## src/rtl/iodelay_ctrl_pkg.sv

```systemverilog
// Shared types and helpers for the IODELAY tap sequencer.
package iodelay_ctrl_pkg;

    localparam int TAP_W     = 5;
    localparam logic [TAP_W-1:0] TAP_MAX = 5'd31;
    localparam int CNT_W     = 10;
    localparam int MAX_LANES = 32;
    localparam int VEC_W     = TAP_W * MAX_LANES;

    typedef enum logic [2:0] {
        S_IDLE     = 3'd0,
        S_WAIT_RDY = 3'd1,
        S_LOAD     = 3'd2,
        S_SETTLE   = 3'd3,
        S_DWELL    = 3'd4,
        S_CHECK    = 3'd5,
        S_RESP     = 3'd6
    } state_t;

    // Extract the 5-bit CNTVALUEOUT slice of lane i from a zero-extended bus.
    function automatic logic [TAP_W-1:0] lane_tap(input logic [VEC_W-1:0] vec,
                                                  input int unsigned      i);
        logic [VEC_W-1:0] sh;
        sh = vec >> (TAP_W * i);
        return sh[TAP_W-1:0];
    endfunction

endpackage

```

## src/rtl/iodelay_tap_ctrl.sv

```systemverilog
// IODELAY tap sequencer: loads one lane at a time over a shared CNTVALUEIN bus,
// confirms the load through CNTVALUEOUT, and optionally sweeps taps 0..31.
//
// state    | meaning
// ---------+-----------------------------------------------------------
// IDLE     | ready for a request
// WAIT_RDY | request accepted, waiting for IDELAYCTRL RDY
// LOAD     | one-cycle LD pulse on the target lane
// SETTLE   | wait SETTLE_CYC cycles for CNTVALUEOUT to reflect the load
// CHECK    | compare readback against the requested tap
// DWELL    | sweep only: hold tap for DWELL_CYC, strobe on the last cycle
// RESP     | one-cycle completion pulse
module iodelay_tap_ctrl
    import iodelay_ctrl_pkg::*;
#(
    parameter int NLANES     = 8,
    parameter int SETTLE_CYC = 4,
    parameter int DWELL_CYC  = 64,
    parameter int LANE_W     = $clog2(NLANES)
) (
    input  logic                    clk,
    input  logic                    rst,
    input  logic                    dly_rdy,
    input  logic                    req_valid,
    output logic                    req_ready,
    input  logic [LANE_W-1:0]       req_lane,
    input  logic [TAP_W-1:0]        req_tap,
    input  logic                    req_sweep,
    output logic                    rsp_valid,
    output logic [LANE_W-1:0]       rsp_lane,
    output logic [TAP_W-1:0]        rsp_tap,
    output logic                    rsp_err,
    output logic [TAP_W-1:0]        cntvaluein,
    output logic [NLANES-1:0]       ld,
    input  logic [NLANES*TAP_W-1:0] cntvalueout,
    output logic                    sample_stb,
    output logic [TAP_W-1:0]        sample_tap,
    output logic                    busy
);

    localparam logic [CNT_W-1:0]  SETTLE_LAST = CNT_W'(SETTLE_CYC - 1);
    localparam logic [CNT_W-1:0]  DWELL_LAST  = CNT_W'(DWELL_CYC - 1);
    localparam logic [LANE_W:0]   NLANES_EXT  = (LANE_W + 1)'(NLANES);

    // Parameter range guards, evaluated at elaboration.
    if (SETTLE_CYC < 2 || SETTLE_CYC > 15) begin : g_bad_settle
        $error("iodelay_tap_ctrl: SETTLE_CYC out of range 2..15");
    end
    if (DWELL_CYC < 1 || DWELL_CYC > 1023) begin : g_bad_dwell
        $error("iodelay_tap_ctrl: DWELL_CYC out of range 1..1023");
    end
    if (NLANES < 2 || NLANES > MAX_LANES) begin : g_bad_nlanes
        $error("iodelay_tap_ctrl: NLANES out of range 2..32");
    end

    state_t              state_q, state_d;
    logic [LANE_W-1:0]   lane_q, lane_d;
    logic [TAP_W-1:0]    tap_q, tap_d;
    logic                sweep_q, sweep_d;
    logic                err_q, err_d;
    logic [CNT_W-1:0]    cnt_q, cnt_d;
    logic [TAP_W-1:0]    cval_q, cval_d;
    logic                ready_en_q, ready_en_d;

    logic                handshake;
    logic                lane_bad;
    logic [TAP_W-1:0]    readback;
    logic [TAP_W-1:0]    req_tap_eff;

    assign handshake   = req_valid & req_ready;
    assign lane_bad    = {1'b0, req_lane} >= NLANES_EXT;
    assign readback    = lane_tap(VEC_W'(cntvalueout), 32'(lane_q));
    assign req_tap_eff = req_sweep ? '0 : req_tap;

    // Next-state and datapath update for the sequencer.
    always_comb begin
        state_d    = state_q;
        lane_d     = lane_q;
        tap_d      = tap_q;
        sweep_d    = sweep_q;
        err_d      = err_q;
        cnt_d      = cnt_q;
        cval_d     = cval_q;
        ready_en_d = 1'b1;

        case (state_q)
            S_IDLE: begin
                if (handshake) begin
                    lane_d  = req_lane;
                    tap_d   = req_tap_eff;
                    sweep_d = req_sweep;
                    err_d   = 1'b0;
                    cnt_d   = '0;
                    if (lane_bad) begin
                        state_d = S_RESP;
                        err_d   = 1'b1;
                    end else if (dly_rdy) begin
                        state_d = S_LOAD;
                        cval_d  = req_tap_eff;
                    end else begin
                        state_d = S_WAIT_RDY;
                    end
                end
            end
            S_WAIT_RDY: begin
                if (dly_rdy) begin
                    state_d = S_LOAD;
                    cval_d  = tap_q;
                end
            end
            S_LOAD: begin
                cnt_d = '0;
                if (!dly_rdy) begin
                    state_d = S_RESP;
                    err_d   = 1'b1;
                end else begin
                    state_d = S_SETTLE;
                end
            end
            S_SETTLE: begin
                if (!dly_rdy) begin
                    state_d = S_RESP;
                    err_d   = 1'b1;
                end else if (cnt_q == SETTLE_LAST) begin
                    state_d = S_CHECK;
                    cnt_d   = '0;
                end else begin
                    cnt_d = cnt_q + 1'b1;
                end
            end
            S_CHECK: begin
                cnt_d = '0;
                if (!dly_rdy || readback != tap_q) begin
                    state_d = S_RESP;
                    err_d   = 1'b1;
                end else if (sweep_q) begin
                    state_d = S_DWELL;
                end else begin
                    state_d = S_RESP;
                    err_d   = 1'b0;
                end
            end
            S_DWELL: begin
                if (!dly_rdy) begin
                    state_d = S_RESP;
                    err_d   = 1'b1;
                end else if (cnt_q == DWELL_LAST) begin
                    // Sweep stops at the top tap rather than wrapping.
                    if (tap_q == TAP_MAX) begin
                        state_d = S_RESP;
                    end else begin
                        state_d = S_LOAD;
                        tap_d   = tap_q + 1'b1;
                        cval_d  = tap_q + 1'b1;
                    end
                end else begin
                    cnt_d = cnt_q + 1'b1;
                end
            end
            S_RESP: begin
                state_d = S_IDLE;
            end
            default: begin
                state_d = S_IDLE;
            end
        endcase
    end

    // State and datapath registers with synchronous reset.
    always_ff @(posedge clk) begin
        if (rst) begin
            state_q    <= S_IDLE;
            lane_q     <= '0;
            tap_q      <= '0;
            sweep_q    <= 1'b0;
            err_q      <= 1'b0;
            cnt_q      <= '0;
            cval_q     <= '0;
            ready_en_q <= 1'b0;
        end else begin
            state_q    <= state_d;
            lane_q     <= lane_d;
            tap_q      <= tap_d;
            sweep_q    <= sweep_d;
            err_q      <= err_d;
            cnt_q      <= cnt_d;
            cval_q     <= cval_d;
            ready_en_q <= ready_en_d;
        end
    end

    // Output decode; LD is gated directly by RDY so it can never fire while RDY is low.
    always_comb begin
        req_ready  = ready_en_q & (state_q == S_IDLE);
        busy       = (state_q != S_IDLE);
        cntvaluein = cval_q;
        ld         = '0;
        if (state_q == S_LOAD && dly_rdy) begin
            ld = NLANES'(1) << lane_q;
        end
        sample_stb = (state_q == S_DWELL) && dly_rdy && (cnt_q == DWELL_LAST);
        sample_tap = sample_stb ? tap_q : '0;
        rsp_valid  = (state_q == S_RESP);
        rsp_lane   = rsp_valid ? lane_q : '0;
        rsp_tap    = rsp_valid ? tap_q : '0;
        rsp_err    = rsp_valid & err_q;
    end

endmodule

```

## config.mk

```make
export PLATFORM = sky130hd
export DESIGN_NAME = iodelay_tap_ctrl
export DESIGN_NICKNAME = d
export VERILOG_FILES = /design/src/rtl/iodelay_ctrl_pkg.sv /design/src/rtl/iodelay_tap_ctrl.sv
export SDC_FILE = /design/constraint.sdc
export NUM_CORES = 1
export LEC_CHECK = 0
export ABC_AREA = 1
export ABC_CLOCK_PERIOD_IN_PS = 3700
export CORE_ASPECT_RATIO = 1.5
export CORE_MARGIN = 2
export CORE_UTILIZATION = 45
export DETAILED_ROUTE_END_ITERATION = 8
export PLACE_DENSITY = 0.81
export SKIP_CTS_REPAIR_TIMING = 1
export SLEW_MARGIN = 10
export SYNTH_ARGS = -nofsm -noshare
export SYNTH_HDL_FRONTEND = slang
export SYNTH_SLANG_ARGS = --single-unit
```

## constraint.sdc

```tcl
create_clock -name clk -period 3.7 [get_ports clk]
set_clock_uncertainty 0.05 [all_clocks]
set_input_delay 0.74 -clock clk [delete_from_list [all_inputs] [get_ports clk]]
set_output_delay 0.74 -clock clk [all_outputs]
set_load 0.1 [all_outputs]
```

==> results.yml <==
outcome:
  status: "finished clean"
floorplan:
  start_util: 0.470
  die_w_microns: 62.3
  placementRows: 31
  die-area_sq_um: 5700
  pin_count: 84
  core_area_sq_um: 4890
  die_h_microns: 91.5
setup_path:
  crit_cells: 6
  crit_buf_inv: 4
  max_stage_delay_ps: 600
  ff2ff_path_depth: 11
  path_max_fanout: 7
  cp-end-kind: "output port"
  critPathMostFrequentCell: "inv_1"
  startpoint_type: "primary input"
  crit_chain: "clkdlybuf4s50_1 -> inv_1 -> nor3_4 -> inv_1 -> nor2_2 -> buf_12"
  slowest_stage: "clkdlybuf4s50_1"
  worstPathArrival_ps: 2390
  path_delay_family: "buffers and inverters"
  required_ps: 2910
  critPathKind: "in2out"
final_layout:
  num-fill-cells: 460
  final_util: 0.708
  multi_input_area_sq_um: 1540
  n_antenna_cell: 0
  syn2layout_area_growth_pct: 50.5
  fin_nets: 531
  layout-drive-gt1-share: 0.164
  mostFrequentLayoutCell: "nand2_1"
  register_area_sq_um: 581
  most-common-layout-cells: "nand2_1, clkdlybuf4s50_1, inv_1"
drt:
  drt-vias-per-instance: 5.23
  wl_per_cell_microns: 14.1
  wl_mm: 7.62
  vias: 2832
  dr.first_iter.drc_count: 121
  final_antenna_net_count: 0
  drc: 0
  dr.pass1.iters: 5
placement:
  hpwl_mm: 6.13
  io_buffers: 83
  gp_congestion: 0.933
global_route:
  use_met3: 0.0458
  overflow: 0
  grt_first_pass_wirelength_mm: 12.9
  grt_use_total: 0.278
  grt.met1_usage: 0.308
  antenna_found_initial: 0
  use_met2: 0.526
  gr-max-usage-layer: "met2"
  grt_max_degree: 25
  grt_pass1_vias: 2799
synth:
  synth_area_sq_um: 2300
  syn_nets: 448
  syn_inst: 392
  synth.area.top_cells: "dfxtp_1, nand2_1, nor2_1, nand3_1, inv_1"
  seq_area_frac_synth: 0.253
  synth_top_area_frac: 0.253
  yosysTopAreaCell: "dfxtp_1"
  ys_ff_latch: 29
  ys_warn_count: 0
  synth_area_per_cell_sq_um: 5.86
  synth_cell_types: 39
pwr:
  combPwrFrac: 0.541
  seq_power_share: 0.257
  power_frac_clock: 0.202
  p_switching_uw: 840
  power_density_nw_per_um2: 496
  p_leak_uw: 0.00150
  p_int_uw: 877
  p_sw_frac: 0.489
  ir_drop_mv: 0.515
clocking:
  cts_sinks: 29
  cts_tree: "done"
  clkTransAtPathRegs_ps: 60
  htreeDepth: 2
  clockRootBuffer: "clkbuf_8"
  cts_buffers: 5
  clock_latency_ps: 290
  cts.path.max_buffers: 2
worst_hold_path:
  worstHoldPathType: "reg2reg"
  hold-path-cell-count: 2
job:
  drv_cap: 0
sta:
  grt_setup_unrepaired: "false"
  setup_viol: 0
  setup_tns_ps: 0
  maxSlewViolCount: 0
  fin_crit_sh: 0.858
  fmax_mhz: 315
  fin_crit_ps: 3180
  slew_headroom: 0.348
  finalHoldViolCount: 0
  tightestPinTransition_ps: 975
[kinds of logic (layout without fill, tap and decap cells)]
group,after synthesis,in the layout,share of synthesized area
xor+xnor,1,1,0.00381
buf+inv,58,142,0.104
fa+ha+maj,3,3,0.0163
flops,29,29,0.253
simple gates,238,238,0.463
compound gates,63,63,0.160
[routing by layer]
layer,vias to the layer above,wire length [microns]
li1,1451,-
met1,1253,3070
met2,109,3910
met3,19,463
met4,0,176
met5,-,0
[worst reg2reg max path, cell delays in order (launching register included)]
cell and delay, ps:
dfxtp_1 460, nor2_4 90, nand2_2 230, inv_2 180
a21oi_4 230, nand4_4 190, inv_6 140, nand2_4 70
nor3_4 160, nand3_1 100, nand2_1 70, nor2_1 40
[synthesized netlist by cell type]
cell,instances
nand2_1,122
nor2_1,49
inv_1,39
nand3_1,34
dfxtp_1,29
a21oi_1,22
o21ai_0,22
nor3_1,10
a31oi_1,7
nand4_1,7
inv_2,6
buf_2,5
nand2_2,4
a21oi_2,3
clkinv_1,3
ha_1,3
clkbuf_1,2
nand2_4,2
nor2_2,2
nor3_2,2
a211oi_1,1
a21oi_4,1
a311oi_1,1
a41oi_1,1
and3_1,1
buf_6,1
inv_4,1
inv_6,1
nand3_2,1
nand4_2,1
nand4_4,1
nor2_4,1
nor3_4,1
o21ai_1,1
o21ai_2,1
o221ai_1,1
o22ai_1,1
o31ai_1,1
xor2_1,1
[cell type report]
class | count | area share
Clock buffer | 7 | 0.0250
Clock inverter | 1 | 0.00868
Inverter | 50 | 0.0564
Multi-Input combinational cell | 305 | 0.444
Sequential cell | 29 | 0.168
Tap cell | 66 | 0.0239
Timing Repair Buffer | 84 | 0.274
[sequential cells by signal, summed over array words and instances, names as in the netlist]
name        cells
cnt_q          10
cntvaluein      5
err_q           1
lane_q          3
ready_en_q      1
state_q         3
sweep_q         1
tap_q           5
[per-stage QoR]
step	power [uW]	hold WS (ps)	std cells	cell area [sq um]	setup slack, ps
after floorplan	1130	396	392	2350	47.8
after global placement	1360	408	534	3340	580
after detailed placement	1370	418	534	3340	542
after CTS	1720	428	542	3460	525
after global routing	1820	469	542	3460	433
final	1720	427	542	3460	524
[power by group through the flow]
stage | clock [uW] | combinational (uW) | sequential, uW
after global placement | 0 | 914 | 445
after CTS | 345 | 930 | 441
final | 346 | 929 | 441
after detailed placement | 0 | 924 | 447
after global routing | 358 | 1010 | 454
after floorplan | 0 | 558 | 571
[worst paths after layout]
kind / end / slack [ps] / from
max reg2reg: cnt_q[7] / 1590 / state_q[0]
max: sample_tap[4] / 520 / dly_rdy
min: sweep_q / 430 / sweep_q
min reg2reg: sweep_q / 430 / sweep_q
(Power assumes the default switching activity.)
